--- src/rtl/axi_read_arbiter.sv ---
// Round-robin, burst-granular arbiter sharing one AXI4 read port among NUM_PORTS masters.
// One master owns AR and R from arbitration until its RLAST beat; single outstanding burst.
module axi_read_arbiter #(
   parameter int unsigned NUM_PORTS  = 2,
   parameter int unsigned ID_WIDTH   = 8,
   parameter int unsigned ADDR_WIDTH = 25,
   parameter int unsigned DATA_WIDTH = 32
) (
   input  logic                             aclk,
   input  logic                             rst,
   // slave side, port i at [i*W +: W]
   input  logic [NUM_PORTS*ID_WIDTH-1:0]    s_axi_arid,
   input  logic [NUM_PORTS*ADDR_WIDTH-1:0]  s_axi_araddr,
   input  logic [NUM_PORTS*8-1:0]           s_axi_arlen,
   input  logic [NUM_PORTS*3-1:0]           s_axi_arsize,
   input  logic [NUM_PORTS*2-1:0]           s_axi_arburst,
   input  logic [NUM_PORTS-1:0]             s_axi_arvalid,
   output logic [NUM_PORTS-1:0]             s_axi_arready,
   output logic [NUM_PORTS*ID_WIDTH-1:0]    s_axi_rid,
   output logic [NUM_PORTS*DATA_WIDTH-1:0]  s_axi_rdata,
   output logic [NUM_PORTS*2-1:0]           s_axi_rresp,
   output logic [NUM_PORTS-1:0]             s_axi_rlast,
   output logic [NUM_PORTS-1:0]             s_axi_rvalid,
   input  logic [NUM_PORTS-1:0]             s_axi_rready,
   // master side
   output logic [ID_WIDTH-1:0]              m_axi_arid,
   output logic [ADDR_WIDTH-1:0]            m_axi_araddr,
   output logic [7:0]                       m_axi_arlen,
   output logic [2:0]                       m_axi_arsize,
   output logic [1:0]                       m_axi_arburst,
   output logic                             m_axi_arlock,
   output logic [3:0]                       m_axi_arcache,
   output logic [2:0]                       m_axi_arprot,
   output logic                             m_axi_arvalid,
   input  logic                             m_axi_arready,
   input  logic [ID_WIDTH-1:0]              m_axi_rid,
   input  logic [DATA_WIDTH-1:0]            m_axi_rdata,
   input  logic [1:0]                       m_axi_rresp,
   input  logic                             m_axi_rlast,
   input  logic                             m_axi_rvalid,
   output logic                             m_axi_rready
);

   localparam int unsigned GW = (NUM_PORTS > 1) ? $clog2(NUM_PORTS) : 1;

   typedef enum logic [1:0] {StIdle, StAddr, StData} state_e;

   state_e                state_q, state_d;
   logic [GW-1:0]         grant_q, grant_d;
   logic [GW-1:0]         last_grant_q, last_grant_d;
   logic [GW-1:0]         arb_idx;
   logic                  arb_found;
   logic [NUM_PORTS-1:0]  grant_oh;
   logic                  sel_arvalid;
   logic                  sel_rready;

   assign m_axi_arlock  = 1'b0;
   assign m_axi_arcache = 4'b0011;
   assign m_axi_arprot  = 3'b000;

   // R payload is broadcast; only the owner sees rvalid/rlast.
   assign s_axi_rid   = {NUM_PORTS{m_axi_rid}};
   assign s_axi_rdata = {NUM_PORTS{m_axi_rdata}};
   assign s_axi_rresp = {NUM_PORTS{m_axi_rresp}};

   // First requester strictly after last_grant, wrapping modulo NUM_PORTS.
   always_comb begin
      arb_idx   = '0;
      arb_found = 1'b0;
      for (int unsigned k = 1; k <= NUM_PORTS; k++) begin
         for (int unsigned i = 0; i < NUM_PORTS; i++) begin
            if (!arb_found && s_axi_arvalid[i] &&
                (i == (32'(last_grant_q) + k) % NUM_PORTS)) begin
               arb_found = 1'b1;
               arb_idx   = GW'(i);
            end
         end
      end
   end

   always_comb begin
      grant_oh      = '0;
      sel_arvalid   = 1'b0;
      sel_rready    = 1'b0;
      m_axi_arid    = '0;
      m_axi_araddr  = '0;
      m_axi_arlen   = '0;
      m_axi_arsize  = '0;
      m_axi_arburst = '0;
      for (int unsigned i = 0; i < NUM_PORTS; i++) begin
         if (grant_q == GW'(i)) begin
            grant_oh[i]   = 1'b1;
            sel_arvalid   = s_axi_arvalid[i];
            sel_rready    = s_axi_rready[i];
            m_axi_arid    = s_axi_arid[i*ID_WIDTH +: ID_WIDTH];
            m_axi_araddr  = s_axi_araddr[i*ADDR_WIDTH +: ADDR_WIDTH];
            m_axi_arlen   = s_axi_arlen[i*8 +: 8];
            m_axi_arsize  = s_axi_arsize[i*3 +: 3];
            m_axi_arburst = s_axi_arburst[i*2 +: 2];
         end
      end
   end

   always_comb begin
      state_d       = state_q;
      grant_d       = grant_q;
      last_grant_d  = last_grant_q;
      s_axi_arready = '0;
      s_axi_rvalid  = '0;
      s_axi_rlast   = '0;
      m_axi_arvalid = 1'b0;
      m_axi_rready  = 1'b0;
      unique case (state_q)
         StIdle: begin
            if (arb_found) begin
               grant_d = arb_idx;
               state_d = StAddr;
            end
         end
         StAddr: begin
            // A master withdrawing arvalid here just stalls; ownership is kept.
            m_axi_arvalid = sel_arvalid;
            s_axi_arready = grant_oh & {NUM_PORTS{m_axi_arready}};
            if (sel_arvalid && m_axi_arready) begin
               last_grant_d = grant_q;
               state_d      = StData;
            end
         end
         StData: begin
            s_axi_rvalid = grant_oh & {NUM_PORTS{m_axi_rvalid}};
            s_axi_rlast  = grant_oh & {NUM_PORTS{m_axi_rlast}};
            m_axi_rready = sel_rready;
            if (m_axi_rvalid && sel_rready && m_axi_rlast) begin
               state_d = StIdle;
            end
         end
         default: state_d = StIdle;
      endcase
   end

   always_ff @(posedge aclk) begin
      if (rst) begin
         state_q      <= StIdle;
         grant_q      <= '0;
         last_grant_q <= GW'(NUM_PORTS - 1);
      end else begin
         state_q      <= state_d;
         grant_q      <= grant_d;
         last_grant_q <= last_grant_d;
      end
   end

endmodule
--- config.mk ---
export PLATFORM = sky130hd
export DESIGN_NAME = axi_read_arbiter
export DESIGN_NICKNAME = d
export VERILOG_FILES = /design/src/rtl/axi_read_arbiter.sv
export SDC_FILE = /design/constraint.sdc
export NUM_CORES = 1
export LEC_CHECK = 0
export CAP_MARGIN = 25
export CORE_AREA = 2 2 112 114
export DETAILED_ROUTE_END_ITERATION = 8
export DIE_AREA = 0 0 114 116
export GPL_TIMING_DRIVEN = 0
export PLACE_DENSITY = 0.59
export SYNTH_ARGS = -nofsm -noshare
export SYNTH_HDL_FRONTEND = slang
export SYNTH_SLANG_ARGS = --single-unit
--- constraint.sdc ---
create_clock -name aclk -period 3.2 [get_ports aclk]
set_clock_uncertainty 0.15 [all_clocks]
set_input_delay 0.64 -clock aclk [delete_from_list [all_inputs] [get_ports aclk]]
set_output_delay 0.64 -clock aclk [all_outputs]
set_load 0.02 [all_outputs]
# Word level (Yosys, flattened, before mapping)

Cells that the tools add are included.

Word-level logic and storage cells: 57
Flip-flop bits (word level): 4
Output and inout port bits: 146
Input bits: 143

Equality and inequality tests: 5
Bitwise gates (word level): 3
Add/sub/neg operators: 2
Muxes and demuxes: 25
Reduce and logical (&&, ||, !) cells: 19

Operators with widths:

| cell                | count |
|---|---|
| $logic_not 32->1    | 2 |
| $mux 25             | 1 |
| $mux 8              | 2 |
| $mux 2              | 7 |
| $mux 1              | 13 |
| $logic_and 1x1->1   | 10 |
| $and 2x2->2         | 3 |
| $ne 2x2->1 const B  | 3 |
| $pmux 2 s3          | 1 |
| $reduce_and 2->1    | 2 |
| $logic_not 1->1     | 3 |
| $mux 3              | 1 |
| $reduce_and 3->1    | 1 |
| $add 1x1->1 const B | 2 |
| $eq 2x1->1 const B  | 1 |
| $eq 2x2->1 const B  | 1 |
| $logic_not 2->1     | 1 |

# Depth between registers and ports, before layout

Depth in word-level cells: 18
Gate-level depth with buffers: 4
Mapped depth without buffers: 3

# Least setup slack after synthesis

No wires, ideal clock.

Path type: input to output
From: input s_axi_arvalid[0]
To: output m_axi_arvalid
Path slack: 1.265 ns
Arrival: 1.145 ns
Stages on the path: 2
Cells stage by stage: mux2_4 and3b_1

Longest elaborated chain between the ends: 2

Ends and longest elaborated chain:

| element            | RTL line | text |
|---|---|---|
| start: declaration | 17       | `input logic [NUM_PORTS-1:0] s_axi_arvalid,` |
| $mux 1             | 91       | `if (grant_q == GW'(i)) begin` |
| $mux 1             | 113      | `unique case (state_q)` |
| end: declaration   | 34       | `output logic m_axi_arvalid,` |

No other way between the ends.

# Final worst setup path

From: input s_axi_arvalid[1]
To: output m_axi_arvalid

Same word-level chain as after synthesis.

==> out/metrics.csv <==
metric;value;unit
num_rows;40;
totalWireLength;7299;µm
cp.arrival;2.13;ns
die_h;116;µm
grt_pass1_wl;9853;µm
antenna_left;0;
ctsRootBufferMaster;clkbuf_16;
max-cap-violations;0;
multiInputGateArea;723.2;µm²
fin_crit;2.917;ns
yosysWarnings;0;
r2r-start;grant_q;
cts_resized;0;
core;0.01191;mm²
syn_avg_cell_area;8.465;µm²
dr.pass1.iters;2;
dieArea;0.01322;mm²
vdd_ir_drop_max;0.1099;mV
gp_congestion;0.7862;
end_kind;output pin;
reg2reg_depth;4;
startpoint;s_axi_arvalid[1];
die_width;114;µm
status;finished, final reports clean;
grt.total_usage;0.09179;
rsz0062_at_grt;no;
syn_inst;179;
synth.area.top_cells;buf_4 46%, mux2_2 34%, dfxtp_1 5.3%, and3_1 2.1%, buf_2 1.7%;
critical_path.endpoint;m_axi_arvalid;
clk_pin_slew_worst_paths;0.03;ns
cts_hold_buf;0;
synth.cell_area;0.001515;mm²
drtIter0Drc;50;
worstSkewPairLatency;0.22;ns
finalHoldViolCount;0;
initial_core_util;0.1272;
holdCritPathClass;reg2reg;
cts_buffers;3;
grt-ovfl-total;0;
diodes;0;
cts_setup_buffers;0;
syn_to_final_growth;175.8;%
finalWorstSetupSlack;0.2829;ns
finalCritPeriodShare;0.9116;
htreeDepth;1;
start_kind;input port;
max_freq;342.8;MHz
tritoncts;yes;
grt_max_degree;11;
synth_top_area_share;0.4558;
routedWlPerCell;12.74;µm
num_vias;2027;
synth.distinct_cells;23;
layout.nets;571;
clk_path_buf_depth;2;
fillers;1191;
powerDensity;222.9;mW/mm²
seqCellArea;80.08;µm²
antenna_found_initial;0;
place_ws;0.2722;ns
worstReg2RegEnd;state_q[0];
setup_viol;0;
portBuffers;238;
crit_fanout;4;
dpl.hpwl;6527;µm
drcViolationCount;0;
slew_violations;0;
crit_type;in2out;
routed_via_density;3.538;
seq_area_frac_synth;0.05285;
r2r_slack;1.80;ns
cp.required;2.41;ns
grt_pass1_vias;2057;
io_pins;289;
final_cells;573;
cellLeakagePower;1.750;nW
clock_sinks;4;
synth_area_leader_cell;buf_4;
fin_setup_tns;0;ns
ys_ff_latch;4;
dp_cells;570;
drive_gt1_frac;0.3498;
-- where the power goes --
part / switching, mW / internal, mW / leakage (nW)
sequential: 0.00397 / 0.0537 / 0.0329
clock: 0.0347 / 0.160 / 0.0370
combinational: 0.266 / 0.414 / 1.68
-- final cells by class --
class                           count  share of cell area
Inverter                            2            0.001796
Buffer                             98              0.1740
Sequential cell                     4             0.01916
Tap cell                          147             0.04401
Multi-Input combinational cell     81              0.1731
Clock buffer                        3             0.01796
Timing Repair Buffer              238              0.5701
-- state kept, by name, indices dropped and copies added, names as in the netlist --
| register | cells |
|---|---|
| grant_q | 1 |
| last_grant_q | 1 |
| state_q | 2 |
-- critical path, cell delays in order --
cell             delay [ns]
clkdlybuf4s50_1        0.47
mux2_4                 0.30
and3b_1                0.18
clkdlybuf4s50_1        0.54
-- cell families (layout without fill, tap and decap cells) --
family	after synthesis	after routing	synth area share
buffers and inverters	100	341	0.4847
muxes	48	48	0.3584
and+or+nand+nor	17	17	0.06771
AOI/OAI and AO/OA	8	8	0.03138
DFF	4	4	0.05285
other	2	8	0.004956
-- synth_stat cells (all sizes together) --
| cell type | n |
|---|---|
| a211oi | 1 |
| a21oi | 3 |
| and3 | 5 |
| and3b | 1 |
| buf | 98 |
| conb | 2 |
| dfxtp | 4 |
| inv | 2 |
| mux2 | 47 |
| mux2i | 1 |
| nand2 | 3 |
| nand2b | 1 |
| nand3b | 1 |
| nor2 | 2 |
| nor2b | 2 |
| nor3 | 1 |
| nor4 | 1 |
| o211ai | 1 |
| o21ai | 2 |
| o31ai | 1 |
-- how the worst min path moves through the flow --
stage                       from            to  slack, ns  depth (start not counted)
floorplan           last_grant_q  last_grant_q       0.32                          2
global placement    last_grant_q  last_grant_q       0.34                          2
detailed placement  last_grant_q  last_grant_q       0.36                          2
CTS                 last_grant_q  last_grant_q       0.37                          2
global route          state_q[1]    state_q[0]       0.39                          1
finish              last_grant_q  last_grant_q       0.36                          2
-- layer usage --
metal,vias to the layer above,part of all wire,GRT usage
met5,-,0,0
met4,0,0.011,0.01545
met3,6,0.11,0.02877
met2,153,0.52,0.1750
met1,876,0.36,0.1010
li1,992,-,-
-- through the flow --
| step | power (mW) | util | hold slack, ns | instance area, µm² |
|---|---|---|---|---|
| final | 0.9316 | 0.3508 | 0.3594 | 4179 |
| after detailed placement | 0.7416 | 0.3445 | 0.3586 | 4104 |
| after CTS | 0.9422 | 0.3508 | 0.3654 | 4179 |
| after floorplan | 0.3913 | - | 0.3161 | 1538 |
| after global routing | 0.9762 | 0.3508 | 0.3941 | 4179 |
| after global placement | 0.7378 | 0.3445 | 0.3365 | 4104 |
-- placed cells by master, fill, tap and decap left out, drive strengths merged --
master,n
nand3b,1
nor2,2
o21ai,2
dfxtp,4
and3b,1
inv,2
mux2,47
o211ai,1
nor3,1
clkdlybuf4s50,238
and3,5
nand2b,1
buf,98
o31ai,1
conb,8
nand2,3
nor4,1
a211oi,1
mux2i,1
a21oi,3
clkbuf,3
nor2b,2
No activity file was read; power rests on OpenSTA's default activity.
==> edit 1, RTL diff (config.mk and constraints unchanged) <==
Make the reset (`rst`) asynchronous in one clocked block.
--- a/src/rtl/axi_read_arbiter.sv
+++ b/src/rtl/axi_read_arbiter.sv
@@ -139,5 +139,5 @@
    end
 
-   always_ff @(posedge aclk) begin
+   always_ff @(posedge aclk or posedge rst) begin
       if (rst) begin
          state_q      <= StIdle;
Function: differs if rst is asserted again (counterexample within 4 cycles, from zero or initial values and one cycle with rst high); with rst held inactive, the same outputs for 4 cycles.
==> edit 1 against the unedited design <==
- utilization up 0.37 points
- via count up 0.35%
- area after synthesis up 2.6%
- routed wire length down 3.7%
- cell area up 1.0%
- cell count up 0.17%
- die area unchanged
- sequential cell count unchanged
- hold slack better by 0.0083 ns
- sequential share of layout area up 0.48 points
- critical path type unchanged
- global-route usage down 0.064 points
- worst setup slack worse by 0.095 ns
- fmax down 3.2%
- largest cell class unchanged
Power is not compared: it rests on default switching activity, and its combinational part moved more than twofold at a synthesized area within 25%.
==> edit 1: results (changes against the unedited design) <==
stage	metric	value	unit	change
status	status	completed		unchanged
layout	fin_nets	571		unchanged
worst_setup_path	startpoint	s_axi_arvalid[0]		was s_axi_arvalid[1]
layout	drive_above_1_share	34.7	%	was 35.0%
worst_setup_path	worstPathArrival	2.22	ns	was 2.13 ns
global_routing	grt_usage	9.11	%	was 9.18%
logic_synthesis	synth_ff_type	dfrtp_1		was dfxtp_1
timing	period_minus_slack	3.01	ns	was 2.92 ns
clock_tree	cts-root-buf	clkbuf_16		unchanged
clock_tree	htreeDepth	1		unchanged
power_and_ir_drop	p_leak	1.79	nW	
layout	nFillCells	1235		was 1191
global_routing	grt_pass1_wl	9490	um	was 9850 um
route	routed_wirelength	7030	um	was 7300 um
worst_setup_path	r2r_end	state_q[0]		unchanged
worst_setup_path	cp_max_fo	5		was 4
route	first_pass_iters	4		was 2
route	drt_iter0_markers	32		was 50
clock_tree	cts.clk_slew.worst_paths	0.03	ns	about the same
power_and_ir_drop	vdd_drop_max	0.123	mV	
logic_synthesis	netlist_top_cells_count	92 x buf_4, 46 x mux2_2, 6 x buf_6, 6 x nor2_1		was 92 x buf_4, 46 x mux2_2, 5 x and3_1, 5 x buf_2, 4 x dfxtp_1
logic_synthesis	synth_area_leaders	buf_4 44%, mux2_2 33%, dfrtp_1 4.8%		was buf_4 46%, mux2_2 34%, dfxtp_1 5.3%
global_routing	antenna_found_initial	1		was 0
layout	largestRegisters	state_q: 2 flops, grant_q: 1 flops, last_grant_q: 1 flops		unchanged
global_routing	grt_max_degree	11		unchanged
worst_setup_path	r2r-start	grant_q		unchanged
route	dr_total_vias	2034		was 2027
placed_design	placed_cell_area	4140	um^2	was 4100 um^2
worst_setup_path	ff2ff_path_depth	4		unchanged
placed_design	port_buffers	238		unchanged
clock_tree	clock_path_buffers	2		unchanged
clock_tree	cts_resized	0		unchanged
worst_setup_path	r2r_slack	1.95	ns	was 1.80 ns
logic_synthesis	async_reset_ff_share	100	%	was 0%
clock_tree	clk_latency	0.23	ns	
layout	antenna_cells	0		unchanged
logic_synthesis	synth_cell_type_count	21		was 23
placed_design	globalplace.congestion	0.659		was 0.786
logic_synthesis	ys.warnings.count	0		unchanged
clock_tree	cts_buffers	3		unchanged
route	drtAntennaViolNets	0		unchanged
logic_synthesis	yosysSeqAreaShare	6.52	%	was 5.28%
placed_design	pre_cts_ws	0.186	ns	was 0.272 ns
worst_setup_path	endpoint	m_axi_arvalid		unchanged
placed_design	hpwl	6280	um	was 6530 um
[edit 1: changes by cell type after synthesis, moves of 2 or more]
| cell | delta |
|---|---|
| dfrtp_1 | +3 |
| nor2b_1 | -2 |
| a21oi_1 | -2 |
| dfxtp_1 | -4 |
| nor2_1 | +4 |
| buf_6 | +5 |
| buf_2 | -5 |
[edit 1: worst max-delay path: stages]
cell             delay, ns
clkdlybuf4s50_1       0.55
mux2i_1               0.14
nor3b_1               0.22
clkdlybuf4s50_1       0.67
[edit 1: worst min path at each step]
stage	startpoint	cells after the start	end	slack, ns
floorplan	rst	1	grant_q	0.26
global placement	last_grant_q	2	last_grant_q	0.36
detailed placement	last_grant_q	2	last_grant_q	0.37
CTS	last_grant_q	2	last_grant_q	0.37
global route	last_grant_q	2	last_grant_q	0.39
finish	last_grant_q	2	last_grant_q	0.37
[edit 1: kinds of logic (layout without fill, tap and decap cells)]
kind of cell           count (synthesis)  in the layout  share of synthesized area (%)
AOI/OAI and AO/OA                      6              6                           2.74
buffers and inverters                100            342                           49.2
DFF                                    4              4                           6.52
muxes                                 48             48                           34.6
other                                  2              8                          0.483
and+or+nand+nor                       19             19                           6.44
[edit 1: metal layers]
metal	track usage [%]	up-vias	share of wire, %
met5	0	-	0.18
met4	4.88	2	2.2
met3	3.19	9	13
met2	17.6	151	53
met1	8.35	883	32
li1	-	989	-
[edit 1: per-stage QoR]
stage                     instances  hold slack [ns]
after floorplan                 185            0.255
after global placement          570            0.361
after detailed placement        570            0.366
after CTS                       574            0.371
after global routing            574            0.394
final                           574            0.368
[edit 1: layout make-up]
cell class | count | area (um^2) | share of cell area (%)
Timing Repair Buffer | 238 | 2380 | 56.4
Buffer | 98 | 758 | 18.0
Multi-Input combinational cell | 81 | 711 | 16.8
Tap cell | 147 | 184 | 4.36
Sequential cell | 4 | 101 | 2.40
Clock buffer | 4 | 78.8 | 1.87
Inverter | 2 | 7.51 | 0.178
[edit 1: power by group]
| part | internal (mW) | total [mW] | switching [mW] |
|---|---|---|---|
| Sequential | 0.0801 | 0.107 | 0.0266 |
| Clock | 0.165 | 0.208 | 0.0424 |
| Combinational | 0.933 | 1.65 | 0.712 |
| Total | 1.18 | 1.96 | 0.782 |
==> edit 2, RTL diff (same flow settings) <==
Without the edit above. Change the parameter `DATA_WIDTH` from 32 to 40.
--- a/src/rtl/axi_read_arbiter.sv
+++ b/src/rtl/axi_read_arbiter.sv
@@ -5,5 +5,5 @@
    parameter int unsigned ID_WIDTH   = 8,
    parameter int unsigned ADDR_WIDTH = 25,
-   parameter int unsigned DATA_WIDTH = 32
+   parameter int unsigned DATA_WIDTH = 40
 ) (
    input  logic                             aclk,
Ports: changed (resized m_axi_rdata and s_axi_rdata); port bits go from 289 to 313. No check against the original RTL was run, so the function may have changed too.
==> edit 2 against the unedited design <==
- utilization grew 2.4 points
- critical endpoint unchanged
- critical path depth did not move
- sequential cell count did not move
- area after synthesis grew 7.9%
- total power grew 5.5%
- routed wire length grew 3.6%
- worst setup slack worse by 0.033 ns
- cell area grew 6.7%
==> edit 2: results (changes against the unedited design) <==
stage	metric	value	unit	change
status	status	completed		unchanged
clock_tree	htreeDepth	1		unchanged
power_and_ir_drop	p_leak	1.89	nW	was 1.75 nW
layout	fin_nets	611		was 571
clock_tree	cts-root-buf	clkbuf_16		unchanged
layout	nFillCells	1186		was 1191
layout	largestRegisters	state_q: 2 flops, grant_q: 1 flops, last_grant_q: 1 flops		unchanged
worst_hold_path	holdPathEnd	state_q[0]		was last_grant_q
worst_setup_path	critPathMaxStageDelay	0.54	ns	about the same
clock_tree	cts.clk_slew.worst_paths	0.03	ns	about the same
placed_design	port_buffers	254		was 238
route	routed_wirelength	7570	um	was 7300 um
clock_tree	clk_latency	0.22	ns	about the same
placed_design	placed_cell_area	4380	um^2	was 4100 um^2
timing	setup_viol	0		unchanged
logic_synthesis	yosysSeqAreaShare	4.90	%	was 5.28%
worst_setup_path	r2r_slack	1.79	ns	
logic_synthesis	netlist_top_cells_count	108 x buf_4, 46 x mux2_2, 5 x and3_1, 5 x buf_2, 4 x dfxtp_1		was 92 x buf_4, 46 x mux2_2, 5 x and3_1, 5 x buf_2, 4 x dfxtp_1
placed_design	globalplace.congestion	0.722		was 0.786
clock_tree	cts_resized	0		unchanged
worst_hold_path	hold_path_class	reg -> reg		unchanged
global_routing	antenna_found_initial	0		unchanged
global_routing	grt_pass1_vias	2083		was 2057
layout	antenna_cells	0		unchanged
global_routing	grt_pass1_wl	9900	um	was 9850 um
worst_setup_path	worstPathArrival	2.16	ns	was 2.13 ns
route	dr_total_vias	2151		was 2027
power_and_ir_drop	switching_share	33.2	%	was 32.7%
route	drt_iter0_markers	15		was 50
clock_tree	cts_buffers	3		unchanged
route	first_pass_iters	3		was 2
worst_setup_path	r2r-start	grant_q		unchanged
logic_synthesis	async_reset_ff_share	0	%	unchanged
worst_setup_path	r2r_end	state_q[0]		unchanged
clock_tree	clock_path_buffers	2		unchanged
logic_synthesis	synth_cell_type_count	23		unchanged
global_routing	grt_usage	9.32	%	was 9.18%
logic_synthesis	synth_ff_type	dfxtp_1		unchanged
logic_synthesis	ys.warnings.count	0		unchanged
worst_setup_path	cpMaxStageDelayCell	clkdlybuf4s50_1		unchanged
layout	drive_above_1_share	36.0	%	was 35.0%
worst_hold_path	holdPathStages	1		was 2
global_routing	grt_max_degree	11		unchanged
placed_design	hpwl	6850	um	was 6530 um
worst_hold_path	hp-start	state_q[1]		was last_grant_q
placed_design	pre_cts_ws	0.260	ns	was 0.272 ns
worst_setup_path	ff2ff_path_depth	4		unchanged
clock_tree	postCtsSetupBuffers	0		unchanged
power_and_ir_drop	vdd_drop_max	0.126	mV	was 0.110 mV
logic_synthesis	synth_area_leaders	buf_4 50%, mux2_2 32%, dfxtp_1 4.9%		was buf_4 46%, mux2_2 34%, dfxtp_1 5.3%
worst_setup_path	cp_max_fo	4		unchanged
==> edit 2: how the worst max path moves through the flow <==
stage,start,end,slack [ns],cells after the start
after global routing,s_axi_arvalid[0],m_axi_arvalid,0.22,4
after global placement,s_axi_arvalid[0],m_axi_arvalid,0.28,4
after CTS,s_axi_arvalid[0],m_axi_arvalid,0.24,4
after detailed placement,s_axi_arvalid[0],m_axi_arvalid,0.26,4
after floorplan,s_axi_arvalid[0],m_axi_arvalid,1.26,2
final,s_axi_arvalid[0],m_axi_arvalid,0.25,4
==> edit 2: critical path, delay by kind of cell <==
kind	cells	cell delay [ns]
buffers and inverters	2	1.02
AND/OR/NAND/NOR	1	0.19
multiplexers	1	0.31
==> edit 2: per-layer routing <==
| metal | global-route usage [%] | up-vias | share of wire, % |
|---|---|---|---|
| li1 | - | 1056 | - |
| met1 | 9.50 | 928 | 35 |
| met2 | 19.1 | 160 | 54 |
| met3 | 2.56 | 7 | 11 |
| met4 | 1.38 | 0 | 0.56 |
| met5 | 0 | - | 0 |
==> edit 2: power groups by stage <==
stage	clock (mW)	combinational [mW]	sequential, mW
after floorplan	0	0.363	0.0572
after global placement	0	0.730	0.0580
after detailed placement	0	0.733	0.0584
after CTS	0.196	0.736	0.0579
after global routing	0.203	0.763	0.0583
final	0.196	0.729	0.0579
==> edit 2: layout make-up <==
type	count	area [um^2]	area share, %
buffer	114	847	19.0
clock buffer	3	75.1	1.68
sequential	4	80.1	1.80
tap	147	184	4.12
multi-input combinational	81	723	16.2
inverter	2	7.51	0.168
timing repair buffer	254	2540	57.0
==> edit 2: logic make-up (layout without fill, tap and decap cells) <==
| logic type | count (synthesis) | count (layout) | synth area share (%) |
|---|---|---|---|
| buffers and inverters | 116 | 373 | 52.3 |
| muxes | 48 | 48 | 33.2 |
| and+or+nand+nor | 17 | 17 | 6.27 |
| AOI/OAI and AO/OA | 8 | 8 | 2.91 |
| DFF | 4 | 4 | 4.90 |
| other | 2 | 8 | 0.459 |
==> edit 2: metrics by stage <==
stage	total power, mW	utilization, %	std cells	hold slack [ns]
2_1_floorplan	0.421	-	201	0.316
3_3_place_gp	0.788	36.8	602	0.343
3_5_place_dp	0.792	36.8	602	0.378
4_1_cts	0.990	37.4	605	0.388
5_1_grt	1.02	37.4	605	0.410
6_report	0.983	37.4	605	0.388
